===== config.mk =====
export PLATFORM = sky130hd
export DESIGN_NAME = breakout_hit_arbiter_flat
export DESIGN_NICKNAME = d
export VERILOG_FILES = /design/src/rtl/breakout_pkg.sv /design/src/rtl/breakout_hit_arbiter_if.sv /design/src/rtl/breakout_rr_pick.sv /design/src/rtl/breakout_hit_arbiter.sv /design/src/flat_wrapper.sv
export SDC_FILE = /design/constraint.sdc
export NUM_CORES = 1
export LEC_CHECK = 0
export CAP_MARGIN = 20
export CORE_UTILIZATION = 30
export DETAILED_ROUTE_END_ITERATION = 8
export HOLD_SLACK_MARGIN = 0.1
export PLACE_DENSITY = 0.49
export SETUP_SLACK_MARGIN = 0.5
export SYNTH_ARGS = -nofsm -noshare
export SYNTH_HDL_FRONTEND = slang
export SYNTH_SLANG_ARGS = --single-unit

===== constraint.sdc =====
create_clock -name vga_clk -period 9.15 [get_ports vga_clk]
set_clock_uncertainty 0.05 [all_clocks]
set_input_delay 0.915 -clock vga_clk [delete_from_list [all_inputs] [get_ports vga_clk]]
set_output_delay 0.915 -clock vga_clk [all_outputs]
set_load 0.03 [all_outputs]

===== src/rtl/breakout_pkg.sv =====
// Shared constants, FSM encoding and BCD helpers for the brick-hit arbiter.
// Used by breakout_hit_arbiter and breakout_rr_pick.
package breakout_pkg;

    localparam int NUM_BRICKS = 50;
    localparam int IDX_W = 6;
    localparam int BCD_DIGIT_W = 4;
    localparam logic [15:0] SCORE_MAX = 16'h9999;

    typedef enum logic [1:0] {
        IDLE  = 2'd0,
        GRANT = 2'd1,
        DONE  = 2'd2
    } arb_state_t;

    // Four-digit BCD add; a carry out of the top digit pins the result at 9999.
    function automatic logic [15:0] bcd_add_sat(input logic [15:0] a, input logic [15:0] b);
        logic [15:0] r;
        logic        carry;
        logic [4:0]  d;
        r     = 16'h0000;
        carry = 1'b0;
        for (int i = 0; i < 4; i++) begin
            d = {1'b0, a[i*BCD_DIGIT_W +: BCD_DIGIT_W]} + {1'b0, b[i*BCD_DIGIT_W +: BCD_DIGIT_W]}
                + {4'b0000, carry};
            if (d > 5'd9) begin
                d     = d - 5'd10;
                carry = 1'b1;
            end else begin
                carry = 1'b0;
            end
            r[i*BCD_DIGIT_W +: BCD_DIGIT_W] = d[3:0];
        end
        return carry ? SCORE_MAX : r;
    endfunction

    function automatic logic [15:0] pts_to_bcd(input logic [4:0] p);
        logic [3:0] tens;
        logic [3:0] ones;
        if (p >= 5'd20) begin
            tens = 4'd2;
            ones = 4'(p - 5'd20);
        end else if (p >= 5'd10) begin
            tens = 4'd1;
            ones = 4'(p - 5'd10);
        end else begin
            tens = 4'd0;
            ones = p[3:0];
        end
        return {8'h00, tens, ones};
    endfunction

endpackage


===== src/rtl/breakout_hit_arbiter_if.sv =====
// Brick-clear request channel: valid/index from the arbiter, ready from the brick store.
interface breakout_hit_arbiter_if #(parameter int IDX_W = 6) ();

    logic             clr_valid;
    logic [IDX_W-1:0] clr_idx;
    logic             clr_ready;

    modport master (output clr_valid, output clr_idx, input clr_ready);
    modport slave  (input clr_valid, input clr_idx, output clr_ready);

endinterface


===== src/rtl/breakout_rr_pick.sv =====
// Combinational round-robin picker: lowest set request at or above ptr, else lowest overall.
module breakout_rr_pick
    import breakout_pkg::*;
#(
    parameter int NUM_REQ = NUM_BRICKS,
    parameter int SEL_W   = IDX_W
) (
    input  logic [NUM_REQ-1:0] req,
    input  logic [SEL_W-1:0]   ptr,
    output logic [SEL_W-1:0]   idx,
    output logic               any
);

    logic             hi_any;
    logic             lo_any;
    logic [SEL_W-1:0] hi_idx;
    logic [SEL_W-1:0] lo_idx;

    // Scan downward so the last match kept is the lowest index in each window.
    always_comb begin
        hi_any = 1'b0;
        lo_any = 1'b0;
        hi_idx = {SEL_W{1'b0}};
        lo_idx = {SEL_W{1'b0}};
        for (int i = NUM_REQ - 1; i >= 0; i--) begin
            lo_any = lo_any | req[i];
            lo_idx = req[i] ? SEL_W'(i) : lo_idx;
            hi_any = hi_any | (req[i] & (i >= int'(ptr)));
            hi_idx = (req[i] && (i >= int'(ptr))) ? SEL_W'(i) : hi_idx;
        end
        idx = hi_any ? hi_idx : lo_idx;
        any = lo_any;
    end

endmodule


===== src/rtl/breakout_hit_arbiter.sv =====
// Captures brick hits and serialises them into one clear request at a time; owns score/alive/win.
// Optional BREAKOUT_HIT_COMBO_EN adds paddle_hit and a 1..3 combo multiplier on points.
module breakout_hit_arbiter #(
    parameter int NUM_BRICKS = breakout_pkg::NUM_BRICKS,
    parameter int IDX_W      = breakout_pkg::IDX_W,
    parameter int POINTS     = 1
) (
    input  logic                  vga_clk,
    input  logic                  sys_rst_n,
    input  logic                  game_reset,
`ifdef BREAKOUT_HIT_COMBO_EN
    input  logic                  paddle_hit,
`endif
    input  logic [NUM_BRICKS-1:0] hit_vec,
    breakout_hit_arbiter_if.master clr,
    output logic [NUM_BRICKS-1:0] alive,
    output logic [15:0]           score,
    output logic [IDX_W-1:0]      bricks_left,
    output logic                  all_clear
);
    import breakout_pkg::*;

    arb_state_t            state_r, state_nxt_s;
    logic [NUM_BRICKS-1:0] pending_r, alive_r, grant_mask_s;
    logic [IDX_W-1:0]      rr_ptr_r, rr_nxt_s, clr_idx_r, clr_idx_nxt_s, pick_idx_s, bricks_left_r;
    logic                  pick_any_s, clr_valid_r, clr_valid_nxt_s, hs_s, last_hs_s, rst_s;
    logic [15:0]           score_r, pts_bcd_s;
    logic                  all_clear_r;

    assign rst_s     = ~sys_rst_n | game_reset;
    assign hs_s      = clr_valid_r & clr.clr_ready;
    assign last_hs_s = hs_s & (bricks_left_r == IDX_W'(1));
    assign rr_nxt_s  = (clr_idx_r == IDX_W'(NUM_BRICKS - 1)) ? {IDX_W{1'b0}} : clr_idx_r + IDX_W'(1);

    breakout_rr_pick #(.NUM_REQ(NUM_BRICKS), .SEL_W(IDX_W)) u_pick (
        .req (pending_r & alive_r),
        .ptr (rr_ptr_r),
        .idx (pick_idx_s),
        .any (pick_any_s)
    );

    // One-hot of the brick being retired on a handshake cycle.
    always_comb begin
        grant_mask_s = {NUM_BRICKS{1'b0}};
        if (hs_s) begin
            grant_mask_s[clr_idx_r] = 1'b1;
        end else begin
            grant_mask_s = {NUM_BRICKS{1'b0}};
        end
    end

`ifdef BREAKOUT_HIT_COMBO_EN
    logic [1:0] combo_r;

    // Combo multiplier: paddle contact restarts it, each clear bumps it up to 3.
    always_ff @(posedge vga_clk) begin
        if (rst_s || paddle_hit) begin
            combo_r <= 2'd1;
        end else if (hs_s && (combo_r != 2'd3)) begin
            combo_r <= combo_r + 2'd1;
        end else begin
            combo_r <= combo_r;
        end
    end

    assign pts_bcd_s = pts_to_bcd(5'(POINTS * int'(combo_r)));
`else
    assign pts_bcd_s = pts_to_bcd(5'(POINTS));
`endif

    // FSM state register.
    always_ff @(posedge vga_clk) begin
        if (rst_s) begin
            state_r <= IDLE;
        end else begin
            state_r <= state_nxt_s;
        end
    end

    // FSM next state; a handshake always passes through IDLE, which is the bubble cycle.
    always_comb begin
        state_nxt_s = state_r;
        case (state_r)
            IDLE:    state_nxt_s = pick_any_s ? GRANT : IDLE;
            GRANT: begin
                if (last_hs_s) begin
                    state_nxt_s = DONE;
                end else if (hs_s) begin
                    state_nxt_s = IDLE;
                end else begin
                    state_nxt_s = GRANT;
                end
            end
            DONE:    state_nxt_s = DONE;
            default: state_nxt_s = IDLE;
        endcase
    end

    // FSM outputs: next request valid/index; index frozen while stalled in GRANT.
    always_comb begin
        clr_valid_nxt_s = 1'b0;
        clr_idx_nxt_s   = clr_idx_r;
        case (state_r)
            IDLE: begin
                if (pick_any_s) begin
                    clr_valid_nxt_s = 1'b1;
                    clr_idx_nxt_s   = pick_idx_s;
                end else begin
                    clr_valid_nxt_s = 1'b0;
                end
            end
            GRANT:   clr_valid_nxt_s = ~hs_s;
            DONE:    clr_valid_nxt_s = 1'b0;
            default: clr_valid_nxt_s = 1'b0;
        endcase
    end

    // Registered request outputs.
    always_ff @(posedge vga_clk) begin
        if (rst_s) begin
            clr_valid_r <= 1'b0;
            clr_idx_r   <= {IDX_W{1'b0}};
        end else begin
            clr_valid_r <= clr_valid_nxt_s;
            clr_idx_r   <= clr_idx_nxt_s;
        end
    end

    // Brick bookkeeping: hit capture, retirement, score and win flag.
    always_ff @(posedge vga_clk) begin
        if (rst_s) begin
            pending_r     <= {NUM_BRICKS{1'b0}};
            alive_r       <= {NUM_BRICKS{1'b1}};
            rr_ptr_r      <= {IDX_W{1'b0}};
            score_r       <= 16'h0000;
            bricks_left_r <= IDX_W'(NUM_BRICKS);
            all_clear_r   <= 1'b0;
        end else begin
            pending_r <= (pending_r | (hit_vec & alive_r)) & ~grant_mask_s;
            alive_r   <= alive_r & ~grant_mask_s;
            if (hs_s) begin
                rr_ptr_r      <= rr_nxt_s;
                score_r       <= bcd_add_sat(score_r, pts_bcd_s);
                bricks_left_r <= bricks_left_r - IDX_W'(1);
            end else begin
                rr_ptr_r      <= rr_ptr_r;
                score_r       <= score_r;
                bricks_left_r <= bricks_left_r;
            end
            all_clear_r <= all_clear_r | last_hs_s;
        end
    end

    assign clr.clr_valid = clr_valid_r;
    assign clr.clr_idx   = clr_idx_r;
    assign alive         = alive_r;
    assign score         = score_r;
    assign bricks_left   = bricks_left_r;
    assign all_clear     = all_clear_r;

endmodule

===== src/flat_wrapper.sv =====
// flat-port wrapper written by rule: the top's interface ports become plain ports
module breakout_hit_arbiter_flat import breakout_pkg::*;
#(
    parameter int NUM_BRICKS = breakout_pkg::NUM_BRICKS,
    parameter int IDX_W      = breakout_pkg::IDX_W,
    parameter int POINTS     = 1
)
  (vga_clk, sys_rst_n, game_reset, hit_vec, alive, score, bricks_left, all_clear, clr_clr_valid, clr_clr_idx, clr_clr_ready);
  breakout_hit_arbiter_if #(.IDX_W(IDX_W)) clr_i ();
  input  logic vga_clk;
  input  logic sys_rst_n;
  input  logic game_reset;
  input  logic [NUM_BRICKS-1:0] hit_vec;
  output logic [NUM_BRICKS-1:0] alive;
  output logic [15:0] score;
  output logic [IDX_W-1:0] bricks_left;
  output logic all_clear;
  output wire logic [$bits(clr_i.clr_valid)-1:0] clr_clr_valid;
  output wire logic [$bits(clr_i.clr_idx)-1:0] clr_clr_idx;
  input wire logic [$bits(clr_i.clr_ready)-1:0] clr_clr_ready;
  assign clr_clr_valid = clr_i.clr_valid;
  assign clr_clr_idx = clr_i.clr_idx;
  assign clr_i.clr_ready = clr_clr_ready;
  breakout_hit_arbiter #(.NUM_BRICKS(NUM_BRICKS), .IDX_W(IDX_W), .POINTS(POINTS)) u_core (.vga_clk(vga_clk), .sys_rst_n(sys_rst_n), .game_reset(game_reset), .hit_vec(hit_vec), .clr(clr_i), .alive(alive), .score(score), .bricks_left(bricks_left), .all_clear(all_clear));
endmodule

# == After elaboration in Yosys (flattened, before gate mapping) ==
# Index checks and enable logic that the tools add are counted.
# op_classes
addsub,10
order_cmp,56
eq_ne,4
mux,128
bitwise_logic,160
reduce_logical,53
# op_table
cell,n
$mux 6,102
$and 50x50->50,4
$ge 6x6->1 const A,18
$or 1x1->1,100
$ge 5x6->1 const A,16
$and 1x1->1,52
$logic_and 1x1->1,51
$mux 50,1
$not 50->50,1
$or 50x50->50,1
$ge 4x6->1 const A,8
$ge 3x6->1 const A,4
$gt 5x4->1 const B,4
$mux 1,16
$mux 16,1
$mux 4,4
$sub 4x4->4 const B,4
$add 4x1->5,3
$ge 1x6->1 const A,2
$ge 2x6->1 const A,2
$lt 6x7->1 const B,1
$add 6x1->6 const B,1
$demux 1 s6,1
$eq 6x1->1 const B,1
12 further kinds,13
# totals
reg_bits,138

# == Logic depth before layout (Yosys ltp) ==
# Gate-level depths: netlist (run 1).
# depth
word_depth,53
mapped_depth,33
depth_no_buf,32

# == Cells and area by module ==
# Synthesis (run 1) repeated with hierarchy kept, for this count alone.
# hier_totals
cells_unflattened,1073
area_unflattened_um2,8269.2
# by_module_without_submodules
mod,instances,cells_each,area_each_um2
breakout_hit_arbiter,1,710,6078.3
breakout_rr_pick,1,363,2190.9

# == Worst setup path after synthesis (run 1) ==
# Ideal clock, no wire load.
# synth_path
path_type,reg2reg
startpoint,register u_core.score_r[0] (netlist: u_core.score[0])
endpoint,register u_core.score_r[2] (netlist: u_core.score[2])
arrival_ns,6.070
required_ns,9.034
path_slack_ns,2.965
path_stages_with_launch,33
synth_period_minus_slack_ns,6.185
path_cell_list,dfxtp_1 > inv_1 > ha_1 > inv_1 > ha_1 > o22ai_1 > nor2_1 > a2bb2oi_1 > inv_1 > ha_1 > ha_1 > xnor2_1 > ha_1 > a21boi_0 > a311oi_1 > a31oi_1 > inv_1 > ha_1 > ha_1 > xnor2_1 > ha_1 > a21boi_0 > a311oi_1 > a31oi_1 > inv_1 > ha_1 > ha_1 > o21ai_0 > nand2b_1 > a21oi_1 > clkbuf_1 > a22oi_1 > nor2_1
# synth_between
elab_chain_len,21
word_cells_on_any_way,23
# synth_rtl
element,line_no,rtl
from (decl),breakout_hit_arbiter.sv:27,"logic [15:0] score_r, pts_bcd_s;"
from (signal assigned),breakout_hit_arbiter.sv:143,"score_r <= bcd_add_sat(score_r, pts_bcd_s);"
from (signal assigned),breakout_hit_arbiter.sv:147,score_r <= score_r;
$add 4x1->5 *,breakout_pkg.sv:24,"d = {1'b0, a[i*BCD_DIGIT_W +: BCD_DIGIT_W]} + {1'b0, b[i*BCD_DIGIT_W +: BCD_DIGIT_W]}"
$gt 5x4->1,breakout_pkg.sv:26,if (d > 5'd9) begin
$mux 1,breakout_pkg.sv:26,
$mux 1,breakout_hit_arbiter.sv:141,if (hs_s) begin
$mux 1,breakout_hit_arbiter.sv:131,if (rst_s) begin
$add 4x1->5,breakout_pkg.sv:25,"+ {4'b0000, carry};"
$gt 5x4->1,breakout_pkg.sv:26,
$mux 1,breakout_pkg.sv:26,
(+5 left out),-,
$mux 1,breakout_hit_arbiter.sv:141,
$mux 1,breakout_hit_arbiter.sv:131,
$add 4x1->5,breakout_pkg.sv:25,
$gt 5x4->1,breakout_pkg.sv:26,
$mux 1,breakout_pkg.sv:26,
$mux 1,breakout_hit_arbiter.sv:141,
$mux 1,breakout_hit_arbiter.sv:131,
$mux 16 *,breakout_pkg.sv:34,return carry ? SCORE_MAX : r;
# Every way passes the cells marked *; elsewhere a longest branch is shown, timed or not. The select of a mux whose other input is x is not followed.
# A chain may end at the register's enable or synchronous reset.

# == Worst setup path after layout (run 1) ==
# layout_path
startpoint,register u_core.score_r[0] (netlist: u_core.score[0])
endpoint,register u_core.score_r[3] (netlist: u_core.score[3])
# The elaborated chain is that of the path after synthesis.

==> results of run 1 <==
==> worst max-delay path: cells and delay by family (launching register included) <==
kind                       cells  cell delay [ps]
and+or+nand+nor                4              460
AOI/OAI and AO/OA             10             2130
adders and majority gates     10             2230
xor gates and xnor gates       2              640
buffers and inverters          6              660
DFF                            1              440
==> per-stage QoR <==
| stage | utilization, % | setup WS [ps] | instance area, um2 | instances |
|---|---|---|---|---|
| after floorplan | - | 2960 | 7970 | 1046 |
| after global placement | 36.4 | 2370 | 9500 | 1468 |
| after detailed placement | 36.4 | 1950 | 9500 | 1468 |
| after CTS | 38.9 | 1880 | 10100 | 1500 |
| after global routing | 38.9 | 1780 | 10100 | 1502 |
| final | 38.9 | 2370 | 10100 | 1502 |
==> cells by family (layout without fill, tap and decap cells) <==
group                      Yosys count  count (layout)  share of synthesized area (%)
AOI/OAI and AO/OA                  351             351                           28.9
muxes                                3               3                          0.408
adders and majority gates           18              18                           2.80
and+or+nand+nor                    432             432                           25.9
buffers and inverters               84             205                           5.14
DFF                                138             138                           34.7
xor gates and xnor gates            20              20                           2.20
==> power by group through the flow <==
stage / Sequential, mW / Combinational, mW / Clock (mW)
after global placement: 0.646 / 0.216 / 0
after floorplan: 0.644 / 0.134 / 0
final: 0.633 / 0.219 / 0.750
after CTS: 0.632 / 0.217 / 0.763
after detailed placement: 0.646 / 0.215 / 0
after global routing: 0.635 / 0.237 / 0.792
==> Yosys cell counts (8+ instances only) <==
library cell | n | area share, %
sky130_fd_sc_hd__nand2_1 | 172 | 8.1
sky130_fd_sc_hd__dfxtp_1 | 138 | 35
sky130_fd_sc_hd__a21oi_1 | 91 | 5.7
sky130_fd_sc_hd__nor2_1 | 87 | 4.1
sky130_fd_sc_hd__o21ai_0 | 70 | 4.4
sky130_fd_sc_hd__nor3_1 | 51 | 3.2
sky130_fd_sc_hd__a22oi_1 | 36 | 3.4
sky130_fd_sc_hd__clkbuf_1 | 35 | 1.6
sky130_fd_sc_hd__inv_1 | 29 | 1.4
sky130_fd_sc_hd__nand3_1 | 26 | 1.6
sky130_fd_sc_hd__a211oi_1 | 24 | 2.3
sky130_fd_sc_hd__a31oi_1 | 20 | 1.6
sky130_fd_sc_hd__and2_1 | 19 | 1.5
sky130_fd_sc_hd__ha_1 | 17 | 2.7
sky130_fd_sc_hd__xnor2_1 | 13 | 1.4
sky130_fd_sc_hd__and3_1 | 10 | 0.79
sky130_fd_sc_hd__nand4_1 | 10 | 0.79
sky130_fd_sc_hd__a21boi_0 | 8 | 0.75
sky130_fd_sc_hd__buf_6 | 8 | 1.1
sky130_fd_sc_hd__nand2b_1 | 8 | 0.63
==> layer usage <==
metal | up-vias | track usage [%]
li1 | 4069 | -
met1 | 3981 | 30.1
met2 | 281 | 34.8
met3 | 35 | 4.34
met4 | 0 | 7.05
met5 | - | 0
==> state kept, by name (all words and copies together), names as in the netlist <==
register / cells
u_core.state_r: 2
u_core.pending_r: 50
u_core.rr_ptr_r: 6
u_core.bricks_left: 6
u_core.clr.clr_idx: 6
u_core.all_clear: 1
u_core.alive: 50
u_core.score: 16
u_core.clr.clr_valid: 1
==> layout by cell type (no fill, tap or decap), types with 8 or more instances in the layout <==
cell,n
sky130_fd_sc_hd__a211oi_1,24
sky130_fd_sc_hd__a21boi_0,8
sky130_fd_sc_hd__a21oi_1,91
sky130_fd_sc_hd__a22oi_1,36
sky130_fd_sc_hd__a31oi_1,20
sky130_fd_sc_hd__and2_1,19
sky130_fd_sc_hd__and3_1,10
sky130_fd_sc_hd__buf_4,10
sky130_fd_sc_hd__clkbuf_16,17
sky130_fd_sc_hd__clkdlybuf4s50_1,133
sky130_fd_sc_hd__dfxtp_1,138
sky130_fd_sc_hd__ha_1,17
sky130_fd_sc_hd__inv_1,29
sky130_fd_sc_hd__nand2_1,172
sky130_fd_sc_hd__nand3_1,26
sky130_fd_sc_hd__nand4_1,10
sky130_fd_sc_hd__nor2_1,87
sky130_fd_sc_hd__nor3_1,50
sky130_fd_sc_hd__o21ai_0,70
sky130_fd_sc_hd__xnor2_1,13
==> final timing paths <==
check	startpoint	endpoint	slack, ps	depth (start not counted)
worst min-delay path	u_core.all_clear	u_core.all_clear	430	2
worst min register to register	u_core.all_clear	u_core.all_clear	430	2
worst max register to register	u_core.score[0]	u_core.score[3]	2370	32
worst max-delay path	u_core.score[0]	u_core.score[3]	2370	32
==> cell type report <==
class	instances	share of cell area, %
clock buffers	21	4.54
clock inverters	11	1.66
inverters	29	1.07
multi-input cells	824	47.4
flip-flops and latches	138	27.2
well taps	335	4.13
repair buffers	144	14.0
==> results by stage, run 1 <==
Placed design:
- Detailed placement finished with a half-perimeter wire length of 20.9 mm.
- Port buffering added 133 buffers.
- The placer congestion estimate is 0.889.

Global route:
- The number of antenna violations at the first check in global routing is 0.
- For this run the aggregate overflow at the end of global routing stands at 0.
- Entering global routing, the biggest net connects 79 pins.
- The overall global routing resource usage is 22.1%.
- The global-route wire length before repair is 45.6 mm.
- The via count of the first global-routing pass is roughly 7800.

Logic synthesis:
- The synthesized design contains 0 enable-type register cells.
- After technology mapping, the gate count stands at 1046.
- The count of warnings emitted by yosys is 0.
- The post-synth net total is 1117.
- The synthesized area per cell is approximately 7.6 um2.
- Sequential elements use 34.7% of the synthesized area.
- The share of flip-flops with an asynchronous set or reset is 0%.
- The synthesized design contains 138 register bits.
- The netlist uses 87 different library cells.
- The synthesized netlist occupies a cell area of approximately 0.0080 mm2.
- Among all flip-flop cells after synthesis, the most frequent one is sky130_fd_sc_hd__dfxtp_1.

STA:
- The transition at the pin with the smallest max-transition slack is 1070 ps.
- The final count of pins violating max slew is 0.
- The final hold violation count is 0.
- The final critical path takes up 74.1% of the cycle.
- Setup total negative slack on the finished layout was measured at 0 ps.
- Setup repair after global routing left no endpoint under its margin.
- The final-report setup violation count is 0.
- The worst slack on hold paths is 428 ps.
- Static timing analysis puts the maximum clock frequency at 147 MHz.
- The relative slew slack is 28.8%.
- The final period demand of the worst path is 6780 ps.

Worst setup path:
- The most repeated library cell on the critical path is sky130_fd_sc_hd__ha_1.
- The type of origin of the critical path is a flip-flop.
- The type of the worst setup path is reg -> reg.
- Of all nets on the critical path, the largest fanout is 10.
- The worst path required time is 9350 ps.
- The worst-path cell with the longest stage delay is sky130_fd_sc_hd__dfxtp_1.
- The critical path's largest stage delay is 440 ps.
- The category of the worst setup path capture point is a flip-flop.
- STA puts the critical path data arrival time at 6980 ps.

Die:
- The die width is between 150 and 200 um.
- The area inside the core boundary is 0.0261 mm2.
- 134 I/O pins were placed.
- For this configuration, the core starts out at a cell density of between 30 and 40%.
- The number of cell rows is 59.
- The die extent in y is 165 um.
- The die covers 0.0272 mm2.

Min path:
- The worst hold path belongs to the class reg -> reg.

Run:
- The number of maximum-capacitance constraint violations is 0.

Routing:
- The met1 wire length is 13.6 mm.
- After detailed routing, the number of remaining DRC violations is 0.
- After detailed routing, the met2 layer carries between 10 and 15 mm of wire.
- The detailed-routing iteration count for the pre-antenna-repair pass is 5.
- Detailed routing placed a total of 1.81 mm of wire on met3.
- The sum of routed wire length over all layers is 29.6 mm.
- The routed layout has 8366 vias.
- The highest layer used for signal routing is met4.
- The DRC marker count from the first detailed-route iteration is between 600 and 700.
- The detail route stage leaves a number of antenna-violating nets equal to 0.
- The via density per instance is 5.57.
- The per-cell routed wire length is 19.7 um.

Clock tree:
- The clock-pin slew on the worst setup and hold paths is 60 ps.
- The number of gates resized after CTS was 0.
- The number of post-CTS setup repair buffers is 0.
- In this run the number of H-tree levels came out at 4.
- TritonCTS built the clock tree.
- In this run the deepest clock path goes through 2 buffers.
- In this run the clock root is driven by a sky130_fd_sc_hd__clkbuf_16.
- The total number of clock tree sinks is approximately 140.
- Counting the buffers created by CTS gives 17.
- The number of hold buffers added after CTS was 0.
- The insertion delay to the later sink of the worst-skew pair is 430 ps.

Pwr:
- Dividing total power by cell area gives a power density of 158 mW/mm2.
- The switching share of power is 26.6%.
- The switching power is 0.426 mW.
- Of the total power, the clock network draws 46.8%.
- Total power for the finished layout comes to 1.60 mW.
- The leakage power total is 3.86 nW.
- The internal power component is 1.18 mW.
- Of the total power, registers draw just under 40%.
- The part of the power in combinational logic is 13.7%.
- The worst voltage drop across the vdd grid is between 0.1 and 0.15 mV.

Finish:
- The sequential cells in the finished layout cover a total of 0.00276 mm2.
- The number of antenna repair diodes is 0.
- The total area of multi-input combinational cells is 0.00481 mm2.
- The number of nets in the layout is approximately 1200.
- The number of fillers in the final layout is roughly 2700.
- From synthesis to final layout, the design area changed by 27.4%.
- The share of cells above drive strength 1 is 5.57%.

Status:
- The flow ran to the end, and the final reports show no timing, DRC or antenna violations.
Power figures use the tool's default switching activity.
==> run 2: changes to the inputs <==
--- a/config.mk
+++ b/config.mk
@@ -9,7 +9,7 @@
 export CORE_UTILIZATION = 30
 export DETAILED_ROUTE_END_ITERATION = 8
 export HOLD_SLACK_MARGIN = 0.1
-export PLACE_DENSITY = 0.49
+export PLACE_DENSITY = 0.51
 export SETUP_SLACK_MARGIN = 0.5
 export SYNTH_ARGS = -nofsm -noshare
 export SYNTH_HDL_FRONTEND = slang
==> constraint.sdc (replaced) <==
create_clock -name vga_clk -period 5.55 [get_ports vga_clk]
set_clock_uncertainty 0.05 [all_clocks]
set_input_delay 0.555 -clock vga_clk [delete_from_list [all_inputs] [get_ports vga_clk]]
set_output_delay 0.555 -clock vga_clk [all_outputs]
set_load 0.03 [all_outputs]
==> run 2 against run 1 <==
Compared with the run above:
- non-clock buffer count increased by 17
- flip-flop and latch count unchanged
- final cell count increased by 1.1%
- critical path depth unchanged
- via count increased by 1.3%
- wire length increased by 1.2%
- die area unchanged
- critical path type unchanged
==> results by stage, run 2 (same netlist as run 1, synthesis figures left out) <==
Status:
- The run finished with clean final reports.

Worst setup path:
- The highest fanout seen on the critical path came to 7 (-3).
- The endpoint arrival time on the critical path is 5510 ps (-1470 ps).
- The critical path's largest stage delay is 370 ps (-70 ps).
- The category of the worst setup path capture point is a flip-flop.
- The worst path required time is 5870 ps (-3480 ps).
- The type of origin of the critical path is a flip-flop.
- The most repeated library cell on the critical path is sky130_fd_sc_hd__ha_4.
- The depth of the worst register-to-register path is 32 (unchanged).
- On the critical path, the stage with the largest delay is an instance of sky130_fd_sc_hd__dfxtp_4.
- The type of the worst setup path is reg -> reg.

Die:
- The die footprint is 0.0272 mm2 (unchanged).
- The number of cell rows is 59 (unchanged).
- The initial core utilization came to 30.6% (unchanged).
- The die width came to 165 um (unchanged).
- The area inside the core boundary is 0.0261 mm2 (unchanged).
- The die extent in y is 165 um (unchanged).
- The number of top-level pins is 134 (unchanged).

Clock tree:
- The maximum number of buffers from clock root to sink came to 2 (unchanged).
- TritonCTS built the clock tree.
- The clock tree root buffer cell is sky130_fd_sc_hd__clkbuf_16.
- The number of clock buffers inserted by TritonCTS is 17 (unchanged).
- The insertion delay to the later sink of the worst-skew pair is 440 ps (about the same).
- The total number of clock tree sinks is 138 (unchanged).
- The hold buffer count at CTS is 0 (unchanged).
- The total number of H-tree levels is 4 (unchanged).
- The clock-pin slew on the worst setup and hold paths is 70 ps (about the same).

Run:
- The number of maximum-capacitance constraint violations is 0 (unchanged).

Finish:
- The sequential cell area in the final layout is 0.00277 mm2 (+0.32%).
- The most common cell after layout, fill and taps aside is sky130_fd_sc_hd__nand2_1.
- The number of nets in the layout was 1242 (+1.4%).
- Compared with the post-synthesis result, the final layout area differs by 32.4%.
- The number of antenna repair diodes is 0 (unchanged).
- The post-layout instance count excluding filler cells came to 1519 (+1.1%).
- The top cell types in the final layout, fill and taps aside, are 171 x sky130_fd_sc_hd__nand2_1, 135 x sky130_fd_sc_hd__dfxtp_1, 133 x sky130_fd_sc_hd__clkdlybuf4s50_1.
- The total area of multi-input combinational cells is 0.00511 mm2 (+6.3%).
- The share of cells above drive strength 1 is 11.4% (+5.8 points).
- The number of fillers in the final layout came to 2695 (-0.77%).

STA:
- The worst slack on hold paths is 430 ps (+2.43 ps).
- The final period demand of the worst path is 5200 ps (-1590 ps).
- The sum of negative setup slack was 0 ps (unchanged).
- The final hold violation count came to 0 (unchanged).
- The final count of pins violating max slew is 0 (unchanged).
- The highest attainable clock frequency is 192 MHz (+31%).
- The worst-case setup margin in the final layout is 354 ps (-2010 ps).
- Setup repair after global routing could not meet its margin everywhere.
- The final worst-path cycle share was 93.6% (+20 points).
- The final-report setup violation count came to 0 (unchanged).
- The transition at the pin with the smallest max-transition slack was 996 ps (-69.9 ps).
- The relative slew slack is 33.1% (+4.2 points).

Routing:
- The via density per instance is 5.58 (+0.13%).
- The number of nets still failing antenna checks after routing was 0 (unchanged).
- The detailed-routing iteration count for the pre-antenna-repair pass is 5 (unchanged).
- The met1 wire length is 13.7 mm (+0.78%).
- The number of remaining DRC errors was 0 (unchanged).
- The DRC marker count from the first detailed-route iteration came to 616 (-3.4%).
- The via count of the routed design was 8472 (+1.3%).
- The sum of routed wire length over all layers is 30.0 mm (+1.2%).
- The per-cell routed wire length is 19.7 um (about the same).
- The detailed router used layers up to and including met4.
- The length of routed met2 wiring is 13.7 mm (+0.93%).
- The met3 layer wire length in the routed design is 1.85 mm (+2.2%).

Global route:
- The overall global routing resource usage was 22.5% (+0.41 points).
- The global-route wire length before repair is 46.7 mm (+2.4%).
- The total congestion overflow after global routing is 0 (unchanged).
- The number of antenna violations at the first check in global routing is 0 (unchanged).
- The maximum number of pins on one net before global-route repair was 47 (-41%).
- The via count of the first global-routing pass is 8039 (+3.5%).

Placed design:
- The placed wire-length estimate after detailed placement came to 21.1 mm (+1.3%).
- The number of input and output port buffers inserted is 133 (unchanged).
- The placer congestion estimate came to 0.927 (+4.3%).
- The number of placed cells counting well taps is 1471 (+0.20%).
- The worst setup timing slack at the placement stage was 99.4 ps (-1850 ps).

Pwr:
- The switching share of power came to 29.4% (+2.8 points).
- The switching power is 0.737 mW (+73%).
- The power density of the placed cells is 238 mW/mm2 (+51%).
- The share of total power in the clock network is 43.9% (-2.9 points).
- The worst voltage drop across the vdd grid is 0.122 mV (+14%).
- The sequential fraction of design power came to 41.6% (+2.1 points).
- The part of the power in combinational logic is 14.5% (+0.8 points).
- The internal power component is 1.77 mW (+51%).
- The leakage power total came to 3.90 nW (+1.0%).

Min path:
- In this run the worst hold path is classified as reg -> reg.
- The number of cells on the worst hold path is 2 (unchanged).
## run 2: cell count changes in the layout (fill, tap and decap cells not counted), moves of 5 or more
cell / delta
sky130_fd_sc_hd__a21oi_2: +5
sky130_fd_sc_hd__a21oi_1: -6
sky130_fd_sc_hd__ha_4: +8
sky130_fd_sc_hd__inv_2: +7
sky130_fd_sc_hd__inv_1: -7
sky130_fd_sc_hd__buf_4: +15
sky130_fd_sc_hd__inv_6: +7
sky130_fd_sc_hd__ha_1: -12
## run 2: power groups by stage
stage	registers [mW]	logic, mW	clock network (mW)
finish	1.04	0.364	1.10
global route	1.05	0.399	1.18
CTS	1.04	0.359	1.13
detailed placement	1.06	0.356	0
global placement	1.06	0.357	0
floorplan	1.06	0.222	0
## run 2: cell type report
cell class,count,area share (%)
clock inverters,13,1.02
clock buffers,19,4.29
repair buffers,161,14.9
well taps,335,3.97
inverters,29,1.03
multi-input cells,824,48.5
flip-flops and latches,138,26.3
## run 2: final timing paths
check / startpoint / to / slack, ps
max: u_core.score[1] / u_core.score[9] / 350
min: u_core.all_clear / u_core.all_clear / 430
max reg2reg: u_core.score[1] / u_core.score[9] / 350
min reg2reg: u_core.all_clear / u_core.all_clear / 430
## run 2: what timing repair did
item                       in CTS  in global routing
pin swaps                       6                 22
setup endpoints to repair      15                 16
setup buffers                   5                  9
gates resized for setup         3                 20
gates cloned                    0                  1
## run 2: per-stage QoR
stage          instance area (um2)  utilization [%]  total power [mW]
2_1_floorplan                 8190                -              1.28
3_3_place_gp                  9740             37.4              1.42
3_5_place_dp                  9740             37.4              1.42
4_1_cts                      10400             39.8              2.53
5_1_grt                      10500             40.5              2.62
6_report                     10500             40.5              2.51
## run 2: metal layers
layer | track usage (%) | up-vias
met5 | 0 | -
met4 | 7.26 | 0
met3 | 4.17 | 52
met2 | 35.7 | 280
met1 | 30.6 | 4042
li1 | - | 4098
## run 2: critical path: cells and delay by family, from the launching register on
family                     cells  cell delay [ps]
xor gates and xnor gates       3              540
DFF                            1              370
AOI/OAI and AO/OA             10             1390
buffers and inverters          4              380
and+or+nand+nor                5              550
adders and majority gates     10             1840
